$ cat src/rtl/stopwatch_counter.sv
`default_nettype none
// ============================================================================
// Module   : stopwatch_counter
// Purpose  : MM:SS BCD stopwatch driven by sampled 1 Hz / 2 Hz divider ticks,
//            with run / hold / adjust modes and a wrap pulse.
// Revision : 1.0 - initial release
// ============================================================================
module stopwatch_counter #(
  parameter int MAX_MIN      = 99,
  parameter bit START_PAUSED = 1'b0
) (
  input  logic       CLK_REF,
  input  logic       CLK_RES,
  input  logic       TICK_1HZ,
  input  logic       TICK_2HZ,
  input  logic       PAUSE_PULSE,
  input  logic       ADJ,
  input  logic       SEL,
  output logic [3:0] MIN_TENS,
  output logic [3:0] MIN_ONES,
  output logic [3:0] SEC_TENS,
  output logic [3:0] SEC_ONES,
  output logic       PAUSED,
  output logic       ROLLOVER
);

  typedef enum logic [1:0] {
    MODE_RUN    = 2'd0,
    MODE_HOLD   = 2'd1,
    MODE_ADJUST = 2'd2
  } mode_t;

  localparam logic [6:0] MAX_MIN_VAL = 7'(MAX_MIN);

  // Tick sample pipelines (start high so a tick already high yields no edge)
  logic t1_s1, t1_s2, t2_s1, t2_s2;
  logic ev1, ev2;

  logic [3:0] min_tens, min_ones, sec_tens, sec_ones;
  logic       paused;
  logic       rollover;
  mode_t      mode;

  // Incremented-field candidates
  logic [3:0] sec_tens_inc, sec_ones_inc, min_tens_inc, min_ones_inc;
  logic [6:0] min_value;
  logic       sec_wrap, min_wrap;

  assign ev1 = t1_s1 & ~t1_s2;
  assign ev2 = t2_s1 & ~t2_s2;

  // Mode is a pure function of ADJ and the current pause flag
  always_comb begin
    mode = MODE_RUN;
    if (ADJ)         mode = MODE_ADJUST;
    else if (paused) mode = MODE_HOLD;
  end

  // BCD +1 for seconds (wrap at 59) and minutes (wrap at MAX_MIN)
  always_comb begin
    sec_wrap     = (sec_tens == 4'd5) && (sec_ones == 4'd9);
    sec_ones_inc = sec_ones + 4'd1;
    sec_tens_inc = sec_tens;
    if (sec_ones == 4'd9) begin
      sec_ones_inc = 4'd0;
      sec_tens_inc = sec_wrap ? 4'd0 : sec_tens + 4'd1;
    end

    min_value    = ({3'b000, min_tens} * 7'd10) + {3'b000, min_ones};
    min_wrap     = (min_value == MAX_MIN_VAL);
    min_ones_inc = min_ones + 4'd1;
    min_tens_inc = min_tens;
    if (min_wrap) begin
      min_ones_inc = 4'd0;
      min_tens_inc = 4'd0;
    end else if (min_ones == 4'd9) begin
      min_ones_inc = 4'd0;
      min_tens_inc = min_tens + 4'd1;
    end
  end

  // State register: tick sampling, pause flag, digit updates, wrap pulse
  always_ff @(posedge CLK_REF) begin
    if (CLK_RES) begin
      t1_s1    <= 1'b1;
      t1_s2    <= 1'b1;
      t2_s1    <= 1'b1;
      t2_s2    <= 1'b1;
      paused   <= START_PAUSED;
      rollover <= 1'b0;
      min_tens <= 4'd0;
      min_ones <= 4'd0;
      sec_tens <= 4'd0;
      sec_ones <= 4'd0;
    end else begin
      t1_s1    <= TICK_1HZ;
      t1_s2    <= t1_s1;
      t2_s1    <= TICK_2HZ;
      t2_s2    <= t2_s1;
      paused   <= paused ^ PAUSE_PULSE;
      rollover <= 1'b0;
      case (mode)
        MODE_RUN: begin
          if (ev1) begin
            sec_tens <= sec_tens_inc;
            sec_ones <= sec_ones_inc;
            if (sec_wrap) begin
              min_tens <= min_tens_inc;
              min_ones <= min_ones_inc;
              rollover <= min_wrap;
            end
          end
        end
        MODE_ADJUST: begin
          // SEL only matters on the 2 Hz event cycle; 1 Hz events are dropped
          if (ev2) begin
            if (SEL) begin
              sec_tens <= sec_tens_inc;
              sec_ones <= sec_ones_inc;
            end else begin
              min_tens <= min_tens_inc;
              min_ones <= min_ones_inc;
            end
          end
        end
        default: begin
          // Hold: events are discarded, digits frozen
        end
      endcase
    end
  end

  assign MIN_TENS = min_tens;
  assign MIN_ONES = min_ones;
  assign SEC_TENS = sec_tens;
  assign SEC_ONES = sec_ones;
  assign PAUSED   = paused;
  assign ROLLOVER = rollover;

endmodule
`default_nettype wire
$ cat config.mk
export PLATFORM = sky130hd
export DESIGN_NAME = stopwatch_counter
export DESIGN_NICKNAME = d
export VERILOG_FILES = /design/src/rtl/stopwatch_counter.sv
export SDC_FILE = /design/constraint.sdc
export NUM_CORES = 1
export LEC_CHECK = 0
export BUFFER_PORTS_ARGS = -buffer_cell sky130_fd_sc_hd__buf_2
export CAP_MARGIN = 20
export CELL_PAD_IN_SITES_DETAIL_PLACEMENT = 0
export CELL_PAD_IN_SITES_GLOBAL_PLACEMENT = 1
export CORE_MARGIN = 2
export CORE_UTILIZATION = 43
export CTS_CLUSTER_SIZE = 40
export DETAILED_ROUTE_END_ITERATION = 8
export PLACE_DENSITY_LB_ADDON = 0.1
export RECOVER_POWER = 50
export SLEW_MARGIN = 10
export SYNTH_ARGS = -nofsm -noshare
export SYNTH_HDL_FRONTEND = slang
export SYNTH_SLANG_ARGS = --single-unit
$ cat constraint.sdc
create_clock -name CLK_REF -period 7.1 [get_ports CLK_REF]
set_clock_uncertainty 0.15 [all_clocks]
set_input_delay 1.065 -clock CLK_REF [delete_from_list [all_inputs] [get_ports CLK_REF]]
set_output_delay 1.065 -clock CLK_REF [all_outputs]
set_load 0.03 [all_outputs]
# [Yosys cells after proc, flatten, opt, wreduce, memory -nomap -nowiden]
# Index checks and enable logic that the tools add are counted.
[word_totals] regBits=22 input_bits=7 output_inout_bits=18 word_cells=67
[op_classes] addsub=5 n_mul=1 n_eq_ne=10 muxes=27 bitwise=8 n_reduce_logical=6
[ops] operator="4-bit 2-to-1 mux" n=21
[ops] operator="4-bit one-hot mux with 2 select lines" n=4
[ops] operator="4-bit by 1-bit adder with 4-bit output, second input constant" n=4
[ops] operator="2-bit != test, second input constant" n=5
[ops] operator="4-bit equality test, second input constant" n=2
[ops] operator="7-bit by 4-bit adder with 7-bit output" n=1
[ops] operator="7-bit equality test, second input constant" n=1
[ops] operator="4-bit by 3-bit multiplier with 6-bit output, second input constant" n=1
[ops] operator="1-bit inverter" n=5
[ops] operator="5-bit AND reduction" n=1
[ops] operator="4-bit by 3-bit equality test with 1-bit output, second input constant" n=1
[ops] operator="4-bit AND reduction" n=1
[ops] operator="4-bit OR reduction" n=1
[ops] operator="1-bit bitwise AND" n=2
[ops] operator="2-bit equality test, second input constant" n=1
[ops] operator="2-bit zero test" n=1
[ops] operator="2-bit 2-to-1 mux" n=1
[ops] operator="2-bit nonzero test" n=1
[ops] operator="1-bit logical AND" n=1
[ops] operator="1-bit 2-to-1 mux" n=1
[ops] operator="1-bit XOR" n=1

# [Longest topological paths before layout]
# Gate-level depths: netlist of the first run.
[depth] ltp_word=7 depth_mapped=9

# [Worst setup path after synthesis of the first run]
# OpenSTA, ideal clock, no wires.
[synth_timing] path_type="register to register" from="reg min_tens[0], in the netlist MIN_TENS[0]" to="reg min_tens[3], in the netlist MIN_TENS[3]" setup_time_ns=0.106 t_arrival_ns=2.347 slack_ns=4.497 path_stages_with_launch=10 path_buffers=0 synth_period_minus_slack_ns=2.603 cell_sequence="dfxtp_1 > ha_1 > ha_1 > inv_1 > fa_1 > nor2_1 > and3_1 > o21ai_2 > nand3_1 > o311ai_0"
[synth_between] elab_chain_cells=7 word_cells_on_any_way=11
[synth_lines] item="start: declaration" line_no="39" source="logic [3:0] min_tens, min_ones, sec_tens, sec_ones;"
[synth_lines] item="start signal: assignment" line_no="108" source="min_tens <= min_tens_inc;"
[synth_lines] item="start signal: assignment" line_no="121" source="min_tens <= min_tens_inc;"
[synth_lines] item="4-bit by 3-bit multiplier with 6-bit output" line_no="69" source="min_value = ({3'b000, min_tens} * 7'd10) + {3'b000, min_ones};"
[synth_lines] item="7-bit by 4-bit adder with 7-bit output" line_no="69"
[synth_lines] item="7-bit equality test" line_no="70" source="min_wrap = (min_value == MAX_MIN_VAL);"
[synth_lines] item="4-bit 2-to-1 mux (*)" line_no="73" source="if (min_wrap) begin"
[synth_lines] item="4-bit 2-to-1 mux (on tied branches)" line_no="117, 107"
[synth_lines] item="4-bit 2-to-1 mux (on tied branches)" line_no="116, 104"
[synth_lines] item="4-bit one-hot mux with 2 select lines (*)" line_no="102" source="case (mode)"
# Mark *: on every way between the ends. The rest lies on a longest branch, timed or not. The select of a mux whose other input is x is not followed.
# A chain may end at the register's enable or synchronous reset.

# [Worst setup path after layout of the first run]
[layout_timing] from="in ADJ" to="reg sec_tens[3], in the netlist SEC_TENS[3]"
[layout_between] elab_chain_cells=4 word_cells_on_any_way=9
[layout_lines] item="start: declaration" line_no="17" source="input logic ADJ,"
[layout_lines] item="2-bit 2-to-1 mux (*)" line_no="55" source="if (ADJ) mode = MODE_ADJUST;"
[layout_lines] item="2-bit equality test or 2-bit zero test (tied branches)" line_no="102"
[layout_lines] item="2-bit != test (no source line) or 2-bit nonzero test (tied branches)"
[layout_lines] item="4-bit AND reduction (no source line)"
[layout_lines] item="end signal: assignment" line_no="105" source="sec_tens <= sec_tens_inc;"
[layout_lines] item="end signal: assignment" line_no="118" source="sec_tens <= sec_tens_inc;"
[layout_lines] item="end: declaration" line_no="39"
# Mark *: on every way between the ends. The rest lies on a longest branch, timed or not.

==> results list, run 1 <==
* Power density of the placed cells: between 150 and 200 nW/µm²
* YS warnings: 0
* Core Region: 2760 µm²
* Fmax: 353 MHz
* Register-to-register setup slack: 4.38 ns
* Setup_tns: 0 ns
- Counting the fill cells in the layout gives 289.
- For met3 alone, demand over resource in global routing was 3.35%.
* Ant diodes: 0
* ANT nets after route: 0
* Boundary Pins: 25
- Clock-pin slew was measured on the worst setup and hold paths at 0.13 ns.
* Number of endpoints with negative hold slack in the final report: 0
* Die Wd: 57.8 µm
- Peak supply drop: 0.0910 mV
- The completed layout was analyzed and its total power is 0.208 mW.
- Number of distinct library cells after synthesis: 34
- In this run the cell area of the synthesized design comes to 1240 µm².
- The number of nets in the synthesized netlist is 160.
- Instance count after placement with tap cells included: about 190
- Cts hold-fix bufs: 0
- For this run, global-route usage on met2 was measured as 30.2%.
* Die Y-Extent: just under 60 µm
* FF-to-FF Start: MIN_TENS[3]
* Crit path time final: 2.83 ns
* Clock tree from TritonCTS: built
- The startpoint identified for the worst hold timing path is t1_s1.
- First-pass GRT wire length: between 4000 and 5000 µm
- Total number of H-tree levels: 1
- The tree is rooted in a sky130_fd_sc_hd__clkbuf_4.
- Once detailed placement completed, the half-perimeter wirelength came to 1970 µm.
- Number of CTS-inserted buffers: 3
- In this run the post-CTS setup repair buffer count came out at 0.
* Area occupied by multi-input gates: 716 µm²
- After technology mapping, the gate count stands at 140.
* Nets@finish: 185
- Summing all flip-flop and latch instances after layout gives 440 µm².
- Headroom to the max-slew limit: 46.6%
* Data arrival time of the worst path: approximately 2.9 ns
* Element type at the critical path start: input port
- Leading cell type in the layout, fill and taps excluded: sky130_fd_sc_hd__dfxtp_1
* Worst setup EP type: flip-flop
- Final GP Congestion: 0.805
* Non-filler cells in the finished layout: a little under 200
* Post-synthesis sequential area ratio: 35.4%
- Most frequent cells in the layout: 22 x sky130_fd_sc_hd__dfxtp_1, 14 x sky130_fd_sc_hd__buf_2, 13 x sky130_fd_sc_hd__inv_1, 13 x sky130_fd_sc_hd__nor2_1, 11 x sky130_fd_sc_hd__ha_1
- After floorplanning, the core was divided into 19 placement rows.
- Lkg Pwr: 0.573 nW
- Post-CTS repair changed the size of 0 cells.
- Number of detailed-route iterations in the first pass: 6
- For this configuration, the core starts out at a cell density of 45.1%.
* Drt total wl: 2530 µm
* Final Core Density: 50.3%
* Setup Viol. Count Final: 0
* Category of the critical setup timing path: in2reg
- Area growth, synth to finish: 11.7%
- Each instance of the synthesized netlist takes up on average roughly 9 µm².
* Peak-usage layer in the global routing report: met2
- Along the worst path, the maximum fanout reaches 6.
- The flow ran to the end, and the final reports show no timing, DRC or antenna violations.
* Overall via count from detail_route: 1037
* Final Slew Violations: 0
- Worst-skew pair later-pin latency: 0.31 ns
- The floorplan step defined a die boundary enclosing ~3300 µm².
- Summed over all layers, the global routing overflow is 0.
- Pin count of the biggest net entering global routing: 21
- Worst min-delay path class: reg2reg
* Port Buffers: 24
* Routed via count divided by cell count: 5.32
- For this block, the initial DRC count from the detailed router was 52.
- Remaining routing DRC violations: 0
- Setup repair after global routing left no endpoint under its margin.
* Part of the cycle the worst path needs: approximately two fifths
- Vias in the first global route: between 1000 and 1500
* Longest Clk Path Bufs: 2
* TritonCTS sink count: 22
* Global-route usage over all layers: between 10% and 20%
* Flops & latches, synth: 22
* Wire per inst: roughly 13 µm
* Timing startpoint of the critical path: ADJ
- Met1 Use GR: 22.4%
- At the worst endpoint, the required time is 7.18 ns.
* Initial antenna violation count: 0
- Worst-margin pin slew: 0.789 ns
- The tool flagged a number of max-cap violations equal to 0.
- Share of final-layout standard cells stronger than drive strength 1: 16.5%
-- metal layers --
metal,vias up,wire [µm]
met5,-,0
met4,0,14
met3,2,77
met2,16,1220
met1,480,1220
li1,539,-
-- cells in the mapped netlist --
cell                       instances  area share, %
sky130_fd_sc_hd__ha_1             11             11
sky130_fd_sc_hd__or3_1             3            1.5
sky130_fd_sc_hd__nand2_4           1           0.91
sky130_fd_sc_hd__o21ai_2           1           0.71
sky130_fd_sc_hd__xor2_1            2            1.4
sky130_fd_sc_hd__dfxtp_1          22             35
sky130_fd_sc_hd__nor4b_4           1            1.9
sky130_fd_sc_hd__inv_1            13            3.9
sky130_fd_sc_hd__or4_1             1           0.60
sky130_fd_sc_hd__nor4bb_1          1           0.81
sky130_fd_sc_hd__and3_1            1           0.50
sky130_fd_sc_hd__and4bb_2          1            1.0
sky130_fd_sc_hd__mux2i_1           3            2.4
sky130_fd_sc_hd__nand4_1           3            1.5
sky130_fd_sc_hd__a41o_4            1            1.7
sky130_fd_sc_hd__a31o_2            2            1.4
sky130_fd_sc_hd__nand2b_1          1           0.50
sky130_fd_sc_hd__o311ai_0          1           0.71
sky130_fd_sc_hd__xnor2_1           3            2.1
sky130_fd_sc_hd__a21oi_1          10            4.0
sky130_fd_sc_hd__clkbuf_1          4            1.2
sky130_fd_sc_hd__fa_1              2            3.2
sky130_fd_sc_hd__nand3_1           8            3.2
sky130_fd_sc_hd__or2_2             4            2.0
sky130_fd_sc_hd__nand4b_1          1           0.71
sky130_fd_sc_hd__a31oi_1           3            1.5
sky130_fd_sc_hd__nor3_1            3            1.2
sky130_fd_sc_hd__nand2_1           7            2.1
sky130_fd_sc_hd__a22oi_1           1           0.60
sky130_fd_sc_hd__nor2b_1           3            1.5
sky130_fd_sc_hd__nor2_1           13            3.9
sky130_fd_sc_hd__and3b_1           2            1.4
sky130_fd_sc_hd__o21ai_0           4            1.6
sky130_fd_sc_hd__o22ai_1           3            1.5
-- path summary, 6_finish.rpt --
kind / to / cells past startpoint
setup reg to reg: MIN_TENS[3] / 9
hold reg to reg: t1_s2 / 1
setup / recovery: SEC_TENS[3] / 6
hold / removal: t1_s2 / 1
-- worst max-delay path: stages --
cell and delay [ns]:
sky130_fd_sc_hd__clkbuf_1 0.11, sky130_fd_sc_hd__nor4b_1 0.72, sky130_fd_sc_hd__a41o_4 0.24, sky130_fd_sc_hd__nand2_1 0.14
sky130_fd_sc_hd__or4_1 0.49, sky130_fd_sc_hd__a21oi_1 0.15
-- report_power, final --
| part | switching, mW | internal (mW) | leakage [nW] | total, mW |
|---|---|---|---|---|
| Sequential | 0.00187 | 0.125 | 0.179 | 0.127 |
| Clock | 0.0377 | 0.0313 | 0.0210 | 0.0689 |
| Combinational | 0.00740 | 0.00478 | 0.374 | 0.0122 |
| Total | 0.0469 | 0.162 | 0.573 | 0.208 |
-- flip-flops by register name, indices dropped and copies added (netlist names), 4 cells and up --
| name | cells |
|---|---|
| SEC_TENS | 4 |
| SEC_ONES | 4 |
| MIN_ONES | 4 |
| MIN_TENS | 4 |
-- cell families after synthesis --
family | count (synthesis) | synth area share (%)
compound gates | 26 | 13.8
simple gates | 54 | 25.4
fa+ha+maj | 13 | 14.3
buf+inv | 17 | 5.14
flops | 22 | 35.4
xor+xnor | 5 | 3.53
mux | 3 | 2.42
-- metrics by stage --
stage / area (µm²) / hold slack, ns / worst slack (ns)
3_3_place_gp: 1390 / 0.298 / 4.48
4_1_cts: 1420 / 0.312 / 4.36
5_1_grt: 1390 / 0.329 / 4.09
6_report: 1390 / 0.333 / 4.27
3_5_place_dp: 1390 / 0.302 / 4.39
2_1_floorplan: 1240 / 0.268 / 4.50
-- cell type report --
type | count | area share [%]
sequential | 22 | 31.7
inverter | 13 | 3.52
multi-input combinational | 101 | 51.6
tap | 31 | 2.80
clock buffer | 4 | 2.61
timing repair buffer | 24 | 7.75
Power figures use the tool's default switching activity.
==> run 2, diff against run 1 <==
--- a/config.mk
+++ b/config.mk
@@ -10,7 +10,7 @@
 export CELL_PAD_IN_SITES_DETAIL_PLACEMENT = 0
 export CELL_PAD_IN_SITES_GLOBAL_PLACEMENT = 1
 export CORE_MARGIN = 2
-export CORE_UTILIZATION = 43
+export CORE_UTILIZATION = 36
 export CTS_CLUSTER_SIZE = 40
 export DETAILED_ROUTE_END_ITERATION = 8
 export PLACE_DENSITY_LB_ADDON = 0.1
==> constraint.sdc (replaced) <==
create_clock -name CLK_REF -period 2.5 [get_ports CLK_REF]
set_clock_uncertainty 0.15 [all_clocks]
set_input_delay 0.375 -clock CLK_REF [delete_from_list [all_inputs] [get_ports CLK_REF]]
set_output_delay 0.375 -clock CLK_REF [all_outputs]
set_load 0.03 [all_outputs]
==> results list, run 2 (synthesis results as in run 1) <==
- Outcome: finished, final reports clean
* Internal power consumption: 0.458 mW
- The floorplan step set the die width to ~63 µm.
- TritonCTS sink count: 22
- The number of global-route vias before repair was approximately 1000.
- Required arrival time at the worst endpoint: 2.59 ns
- Wire per inst: 12.2 µm
* Switching Fraction: 23.4%
- Number of CTS-inserted buffers: 3
- Port buffering added 24 buffers.
- The analysis attributes to net switching a power of roughly 0.14 mW.
* Peak supply drop: approximately 0.23 mV
* Number of detailed-route iterations in the first pass: 4
- Detail Placement HPWL: 2020 µm
- After detailed routing, the total wire length is 2680 µm.
- Non-filler cells in the finished layout: around 220
- First-iteration detailed-routing DRC count: 24
* Share of final-layout standard cells stronger than drive strength 1: 24.9%
- Total power for the finished layout comes to 0.598 mW.
* Clock transition at the registers of the reported paths: between 0.1 and 0.15 ns
* Slowest cell on crit path: sky130_fd_sc_hd__fa_1
- In this run, the combinational gates consume under 10% of the power.
* Element type at the critical path start: flip-flop
- Floorplan die area: about 3900 µm²
- Final Core Density: 45.9%
- The repair_antennas step left the layout with diodes totalling 0.
- Data arrival time of the worst path: 2.44 ns
- Once the floorplan was initialized, standard cells occupied between 30% and 40% of the core.
* Instance count after placement with tap cells included: around 210
- The critical path is of the reg2reg type.
* Register share of total power: 60.2%
* CP max FO: 6
- Count of max-cap constraint violations: 0
* Initial antenna violation count: 0
- The most numerous cell type found on the critical path is sky130_fd_sc_hd__ha_4.
* Routed via count divided by cell count: 4.96
- Part of the cycle the worst path needs: between 90 and 100%
* Die Y-Extent: around 63 µm
* Overall via count from detail_route: 1087
* First-pass GRT wire length: between 4000 and 5000 µm
* CTS root buf: sky130_fd_sc_hd__clkbuf_4
- Remaining routing DRC violations: 0
- Setup Viol. Count Final: 0
- The later pin in the worst-skew pair is clocked with a latency of a little over 0.3 ns.
- Cts hold-fix bufs: 0
- Across every metal layer, demand over resource in global routing totals 14.7%.
- Part of the total power dissipated in the clock network: 33.8%
* ANT nets after route: 0
* Crit path time final: 2.35 ns
- Clock tree from TritonCTS: built
* Headroom to the max-slew limit: 43.6%
- Total number of H-tree levels: 1
- Summed over all failing endpoints, the final setup total negative slack is 0 ns.
- Total gr overflow: 0
* Final GP Congestion: about 0.75
* Fmax: 426 MHz
- In this run the core area contains 21 standard-cell rows.
- The final number of max-transition violations is 0.
- In the final design database the tool counted 194 nets.
* Unrepaired setup endpoints after global routing: no
* Number of endpoints with negative hold slack in the final report: 0
- Ordered list of cells on the worst path: ha_4 > ha_4 > inv_2 > fa_1 > nor2_1 > and3_4 > o21ai_4 > nand3_1 > buf_4 > o22ai_1
- Lkg Pwr: between 0.6 and 0.7 nW
- Worst-margin pin slew: 0.846 ns
* Area growth, synth to finish: 23.4%
- Power density of the placed cells: 390 nW/µm²
* Pin count of the biggest net entering global routing: 21
- Worst min-delay path class: in2reg
- The worst setup path is captured at a flip-flop.
- Core Region: about 3300 µm²
* Boundary Pins: 25
- The clock passes through at most 2 buffers.
- Most frequent cells in the layout: 18 x sky130_fd_sc_hd__dfxtp_1, 14 x sky130_fd_sc_hd__clkbuf_1, 13 x sky130_fd_sc_hd__nor2_1
- Leaving out fill and tap cells, the most frequent cell in the layout is sky130_fd_sc_hd__dfxtp_1.
* Largest stage delay, worst path: ~0.51 ns
run 2: path summary, 6_finish.rpt:
| check | startpoint | endpoint | slack, ns | cells after the start |
|---|---|---|---|---|
| worst max-delay path | MIN_TENS[1] | MIN_ONES[3] | 0.15 | 10 |
| worst min-delay path | TICK_1HZ | t1_s1 | 0.08 | 2 |
| worst max register to register | MIN_TENS[1] | MIN_ONES[3] | 0.15 | 10 |
| worst min register to register | t1_s1 | t1_s2 | 0.31 | 1 |
run 2: final cells by class:
class                   count  area, µm²
multi-input cells         101        768
fillers                   345       1800
flip-flops and latches     22        448
inverters                  13       48.8
clock buffers               4       36.3
well taps                  46       57.6
repair buffers             33        174
run 2: routing by layer:
layer | global-route usage, % | up-vias | part of all wire, %
met1 | 18.6 | 510 | 48
met4 | 5.00 | 0 | 1.2
met3 | 3.06 | 4 | 3.0
met2 | 24.7 | 14 | 48
met5 | 0 | - | 0
li1 | - | 559 | -
run 2: metrics by stage:
stage          setup WS [ns]  area [µm²]  hold WS (ns)
6_report               0.154        1530        0.0820
3_5_place_dp          0.0471        1460         0.291
4_1_cts               0.0390        1500        0.0773
2_1_floorplan         0.0457        1250         0.268
3_3_place_gp           0.122        1460         0.282
5_1_grt               0.0118        1530        0.0728
run 2: timing repair:
item | CTS | global route
gates resized for setup | 0 | 10
setup endpoints to repair | 0 | 7
buffers inserted | 0 | 3
run 2: power by group through the flow:
stage,logic [mW],clock network (mW),registers [mW]
2_1_floorplan,0.0201,0,0.375
3_3_place_gp,0.0379,0,0.370
3_5_place_dp,0.0382,0,0.370
4_1_cts,0.0384,0.208,0.362
5_1_grt,0.0399,0.228,0.362
6_report,0.0356,0.202,0.360
run 2: critical path: cells and delay by family (launching register included):
family	cells	cell delay, ns
buffers and inverters	2	0.18
adder cells (fa/ha/maj)	3	0.90
AND/OR/NAND/NOR	3	0.33
flip-flops	1	0.36
AO/OA/AOI/OAI	2	0.35
